File: src/rtl/riscv_pkg.sv
// Shared definitions for the RISC-V core writeback path.
//   RES_*   : encodings of the 3:1 result-mux select (ALU / data memory / PC+4)
//   state_t : writeback sequencer state encoding (2 bits)
package riscv_pkg;

    localparam logic [1:0] RES_ALU = 2'b00;
    localparam logic [1:0] RES_MEM = 2'b01;
    localparam logic [1:0] RES_PC4 = 2'b10;

    typedef enum logic [1:0] {
        ST_IDLE = 2'b00,
        ST_MEM  = 2'b01,
        ST_WB   = 2'b10,
        ST_ERR  = 2'b11
    } state_t;

endpackage

File: src/rtl/wb_sequencer.sv
// Writeback sequencer of the RISC-V core.
// Drives the result-mux select, the regfile write enable and the PC stall.
// Non-memory instructions retire in the cycle they are presented; loads and
// stores run a req/ready handshake with a variable-latency data memory and
// stall the PC until the access completes or times out.
//
// Handshake: mem_req rises on the first MEM cycle and stays high every cycle
// until a cycle in which mem_ready=1 (transfer completes on that rising edge)
// or until the timeout aborts the access. mem_we qualifies mem_req and is
// constant for the whole access. mem_ready outside MEM is ignored.
//
// Ports:
//   clk, rst_n        clock (rising edge), asynchronous active-low reset
//   instr_valid       decoded instruction present (sampled only in IDLE)
//   is_load/is_store  memory instruction class (never both 1)
//   is_link           JAL/JALR: write PC+4 to rd
//   rd_write          decoder says instruction writes rd
//   mem_ready         data memory completes access this cycle
//   mem_req, mem_we   data memory request / write strobe
//   result_src        00 ALU, 01 MEM, 10 PC+4
//   reg_write         regfile write enable
//   pc_stall          hold PC / fetch
//   mem_err           one-cycle pulse when an access is aborted by timeout
//   dbg_state         current sequencer state (debug observation)
module wb_sequencer
    import riscv_pkg::*;
#(
    parameter int TIMEOUT = 15, // max MEM cycles waiting for mem_ready (>=1)
    parameter int CNT_W   = 4   // 2**CNT_W must exceed TIMEOUT
) (
    input  logic       clk,
    input  logic       rst_n,
    input  logic       instr_valid,
    input  logic       is_load,
    input  logic       is_store,
    input  logic       is_link,
    input  logic       rd_write,
    input  logic       mem_ready,
    output logic       mem_req,
    output logic       mem_we,
    output logic [1:0] result_src,
    output logic       reg_write,
    output logic       pc_stall,
    output logic       mem_err,
    output logic [1:0] dbg_state
);

    localparam logic [CNT_W-1:0] CNT_LAST = CNT_W'(TIMEOUT - 1);

    state_t           r_state;
    logic [CNT_W-1:0] r_cnt;
    logic             r_op_store;
    logic             w_is_mem;

    assign w_is_mem  = is_load | is_store;
    assign dbg_state = r_state;

    always_ff @(posedge clk or negedge rst_n) begin
        if (!rst_n) begin
            r_state    <= ST_IDLE;
            r_cnt      <= '0;
            r_op_store <= 1'b0;
        end else begin
            case (r_state)
                ST_IDLE: begin
                    if (instr_valid && w_is_mem) begin
                        r_op_store <= is_store;
                        r_cnt      <= '0;
                        r_state    <= ST_MEM;
                    end
                end
                ST_MEM: begin
                    // Completion wins over timeout when both happen together.
                    if (mem_ready) begin
                        r_state <= r_op_store ? ST_IDLE : ST_WB;
                    end else if (r_cnt == CNT_LAST) begin
                        r_state <= ST_ERR;
                    end else begin
                        r_cnt <= r_cnt + 1'b1;
                    end
                end
                ST_WB:   r_state <= ST_IDLE;
                ST_ERR:  r_state <= ST_IDLE;
                default: r_state <= ST_IDLE;
            endcase
        end
    end

    // Output decode. Gated by rst_n so every output is 0 while reset is held,
    // even if the decoder keeps presenting an instruction.
    always_comb begin
        mem_req    = 1'b0;
        mem_we     = 1'b0;
        result_src = RES_ALU;
        reg_write  = 1'b0;
        pc_stall   = 1'b0;
        mem_err    = 1'b0;
        if (rst_n) begin
            case (r_state)
                ST_IDLE: begin
                    if (instr_valid) begin
                        if (w_is_mem) begin
                            // Request is issued from the next cycle on.
                            pc_stall = 1'b1;
                        end else begin
                            result_src = is_link ? RES_PC4 : RES_ALU;
                            reg_write  = rd_write;
                        end
                    end
                end
                ST_MEM: begin
                    mem_req  = 1'b1;
                    mem_we   = r_op_store;
                    // A store retires in its completion cycle; a load still
                    // needs the WB cycle, so the PC stays held.
                    pc_stall = ~(mem_ready & r_op_store);
                end
                ST_WB: begin
                    result_src = RES_MEM;
                    reg_write  = 1'b1;
                end
                ST_ERR: begin
                    mem_err = 1'b1;
                end
                default: ;
            endcase
        end
    end

endmodule

File: config.mk
export PLATFORM = sky130hd
export DESIGN_NAME = wb_sequencer
export DESIGN_NICKNAME = d
export VERILOG_FILES = /design/src/rtl/riscv_pkg.sv /design/src/rtl/wb_sequencer.sv
export SDC_FILE = /design/constraint.sdc
export NUM_CORES = 1
export LEC_CHECK = 0
export CORE_AREA = 4 4 41 43
export DETAILED_ROUTE_END_ITERATION = 8
export DIE_AREA = 0 0 45 47
export PLACE_DENSITY = 0.67
export RECOVER_POWER = 25
export SLEW_MARGIN = 30
export SYNTH_ARGS = -nofsm -noshare
export SYNTH_HDL_FRONTEND = slang
export SYNTH_SLANG_ARGS = --single-unit
File: constraint.sdc
create_clock -name clk -period 1.4 [get_ports clk]
set_input_delay 0.35 -clock clk [delete_from_list [all_inputs] [get_ports clk]]
set_output_delay 0.35 -clock clk [all_outputs]
set_load 0.02 [all_outputs]
# --- Yosys cells after proc, flatten, opt, wreduce, memory -nomap -nowiden ---
# Cells that the tools add are included.
totals:
  input_bits: 8
  ram_bits: 0
  elab_cells: 50
  latchBits: 0
  output_inout_bits: 9
  romBits: 0
  n_memories: 0
  register_bits: 7
classes:
  eq_ne: 8
  reduce_logical: 7
  addsub: 1
  div: 0
  mux: 28
  n_mul: 0
  magnitude_cmp: 0
  bitwise_logic: 3
  shifts: 0
op_table:
  columns: ["cell", "n"]
  rows:
  - ["$mux 2", 8]
  - ["$mux 1", 12]
  - ["$mux 4", 3]
  - ["$pmux 4 s2", 1]
  - ["$ne 2x2->1 const B", 3]
  - ["$pmux 2 s3", 1]
  - ["$add 4x1->4 const B", 1]
  - ["$eq 2x2->1 const B", 2]
  - ["$eq 4x4->1 const B", 1]
  - ["$pmux 1 s2", 2]
  - ["$pmux 2 s2", 1]
  - ["$reduce_and 2->1", 2]
  - ["$reduce_and 4->1", 1]
  - ["$ne 3x3->1 const B", 1]
  - ["$eq 2x1->1 const B", 1]
  - ["$logic_not 2->1", 1]
  - ["$reduce_bool 2->1", 1]
  - ["$reduce_or 2->1", 1]
  - ["$and 1x1->1", 1]
  - ["$logic_and 1x1->1", 1]
  - ["$not 1->1", 1]
  - ["$or 1x1->1", 1]

# --- Logic depth before layout (Yosys ltp) ---
depth:
  depth_word: 5
  mapped_depth: 6
  depth_no_buf: 6

# --- Worst setup path before layout ---
# Ideal clock, no wire load.
synth_timing:
  path_type: "register to output"
  start: "register r_state[0], in the netlist dbg_state[0]"
  end: "output mem_we"
  required_time_ps: 1050
  path_buffers: 1
  path_slack_ps: -308
  t_arrival_ps: 1358
  path_stages_with_launch: 5
  cell_sequence: "dfrtp_1 buf_6 nand2b_1 nor2_1 and2_1"
synth_via:
  elab_chain_len: 3
synth_lines:
  columns: ["item", "line_no", "text"]
  rows:
  - ["start, declared", "wb_sequencer.sv:50", "state_t r_state;"]
  - ["start signal, assigned", "wb_sequencer.sv:75", "r_state <= r_op_store ? ST_IDLE : ST_WB;"]
  - ["$eq 2x1->1", "wb_sequencer.sv:99", "case (r_state)"]
  - ["$mux 1", "wb_sequencer.sv:99", null]
  - ["$mux 1", "wb_sequencer.sv:98", "if (rst_n) begin"]
  - ["end, declared", "wb_sequencer.sv:40", "output logic mem_we,"]
# Every way passes these cells.

# --- Worst setup path in the final report ---
# Same ends and word-level chain as after synthesis.

==> flow_summary.ini <==
[route]
routed_wl_um = 1700
wl_per_cell_um = 15.5
drc = 0
via_per_inst = 5.40
dr.pass1.iters = 4
drt_iter0_drc = 5
vias = 594
ant_nets = 0

[clocking]
htreeDepth = 1
path_clk_slew_ns = 0.06
cts_sinks = 7
root_buffer = clkbuf_4
numCtsBuffers = 3
cts_tree = yes
ctsLongestPathBuffers = 2
clk_latency_ns = 0.26
hold_buffers = 0

[pwr]
seqPwrFrac_pct = 27.2
p_switching_w = 0.000458
total_power_w = 0.00117
ir_drop_uv = 869
pwr_density_cell_nw_per_um2 = 1220
power_frac_comb_pct = 56.6
clkPwrFrac_pct = 16.2
leakage_nw = 0.459
p_int_w = 0.000711
switching_share_pct = 39.2

[die]
start_util_pct = 37.5
fp.dieArea_um2 = 2120
rows = 13
core-area_um2 = 1300
die_x_um = 45
die_y_um = 47
ioPinCount = 17

[global_route]
grt_overflow = 0
grt_pass1_vias = 558
antenna_found_initial = 0
grt_usage_pct = 16.6
grt_start_max_net_pins = 10
grt_pass1_wl_um = 2480

[timing]
period_share_pct = 118
setup-violations-final = 9
rsz0062_at_grt = true
tightest_slew_ns = 0.290
hold_viol_final = 0
slew_headroom_pct = 80.5
maxSlewViolCount = 0
period_needed_ns = 1.66
finalSetupTns_ns = -1.37
skew_ns = 0.00777
fmax_ghz = 0.603
setup_slack_ns = -0.259

[place]
io_buffers = 16
dp_hpwl_um = 1100
placed_cells = 100
gp_congestion = 0.772
place_area_um2 = 787

[synthesis]
synth-main-ff-cell = dfrtp_1
synth_seq_area_share_pct = 35.9
synth.area.top_cells = dfrtp_1, nor2_1, ha_1
synth.distinct_cells = 26
syn_nets = 66
avgSynthCellArea_um2 = 8.71
yosysTopAreaCell = dfrtp_1
netlist.area_leader.share_pct = 35.9
synth_edf_count = 0
synthesis.area_um2 = 488
ys_async_sr_fraction_pct = 100
ys_ff_latch = 7
synthCells = 56
ys_warn_count = 0

[finish]
syn2layout_area_growth_pct = 96.7
final_area_um2 = 960
drive_above_1_share_pct = 62.1
fill_cells = 103
final_util_pct = 73.8
fin_nets = 106
diodes = 0
fin_cells = 110

[critical_path]
critical_path_peak_fanout = 6
critPathCaptureType = primary output
cp_data_arrival_time_ns = 1.31
worstPathRequired_ns = 1.05
criticalPathCategory = reg2out
critPathLaunchType = register

[worst_hold_path]
min_path_type = in2async

[status]
status = finished with violations
violations = negative setup slack

[job]
cap_violations = 0
-- critical path, cell delays in order, from the launching register on --
cell	delay, ns
dfrtp_2	0.46
buf_4	0.16
nand2b_4	0.08
nor2_4	0.03
and2_2	0.17
buf_2	0.15
-- cell usage after synthesis, drive strengths merged (2+ instances only) --
cell    number
nand2        2
o31ai        3
ha           2
and3         4
nand2b       2
dfrtp        7
buf          2
a21oi        3
nor3         3
o21ai        2
nor2         7
nand3        3
inv          5
-- per-layer routing --
layer / share of wire, % / global-route usage, % / routed length [µm] / vias to the layer above
met1: 40 / 17.2 / 678 / 282
met3: 5.5 / 3.83 / 93 / 3
met2: 53 / 31.6 / 911 / 23
li1: - / - / - / 286
met5: 0 / 0 / 0 / -
met4: 1.2 / 7.02 / 20 / 0
-- placed cells by master, fill, tap and decap left out, types with 2 or more instances in the layout --
cell type	instances
nor2_1	3
o31ai_1	2
and3_4	3
a21oi_1	2
nor2_4	4
clkbuf_4	3
clkdlybuf4s15_1	2
nand2_1	2
nor3_2	2
dfrtp_1	5
dfrtp_2	2
buf_6	7
o21ai_0	2
nand2b_4	2
buf_2	4
dlygate4sd2_1	4
nand3_1	3
buf_4	19
inv_1	4
-- sequential cells by signal (all words and copies together), names as in the netlist --
register    cells
r_op_store      1
r_cnt           4
dbg_state       2
-- what timing repair did --
action,in CTS,in global routing
gates resized for setup,63,15
pin swaps,3,5
buffers inserted,3,4
setup endpoints to repair,13,13
-- cells by family (layout without fill, tap and decap cells) --
| group | after synthesis | in the layout | synth area share, % |
|---|---|---|---|
| DFF | 7 | 7 | 35.9 |
| buffers and inverters | 7 | 46 | 8.46 |
| adders and majority gates | 2 | 2 | 5.13 |
| and+or+nand+nor | 26 | 26 | 29.7 |
| AOI/OAI and AO/OA | 14 | 14 | 20.8 |
-- final timing paths --
check                                  start      endpoint  slack (ns)  cells past startpoint
worst max-delay path            dbg_state[0]        mem_we       -0.26                      5
worst min-delay path                   rst_n    r_op_store        0.16                      2
worst max register to register  dbg_state[0]      r_cnt[1]       -0.07                      5
worst min register to register      r_cnt[2]      r_cnt[2]        0.56                      1
max in group asynchronous              rst_n  dbg_state[0]        1.09                      2
min in group clk                    is_store    r_op_store        0.53                      2
-- final cells by class --
cell class / count / area (µm²) / area share, %
Tap cell: 15 / 18.8 / 1.96
Inverter: 5 / 18.8 / 1.96
Multi-Input combinational cell: 42 / 408 / 42.5
Clock buffer: 3 / 22.5 / 2.35
Sequential cell: 7 / 178 / 18.5
Timing Repair Buffer: 37 / 309 / 32.2
Clock inverter: 1 / 5.00 / 0.522
-- stage by stage --
stage / setup slack [ns] / hold slack [ns]
global route: -0.308 / 0.166
global placement: -0.821 / 0.524
CTS: -0.296 / 0.160
floorplan: -0.0922 / 0.0544
finish: -0.259 / 0.162
detailed placement: -0.948 / 0.531
-- power by group through the flow --
stage	logic (W)	registers [W]	clock network (W)
final	0.000661	0.000318	0.000189
after global routing	0.000716	0.000325	0.000201
after CTS	0.000566	0.000309	0.000192
after detailed placement	0.000524	0.000310	0
after global placement	0.000519	0.000306	0
after floorplan	0.000253	0.000329	0
Note: power is estimated with default switching activity, not from simulation.
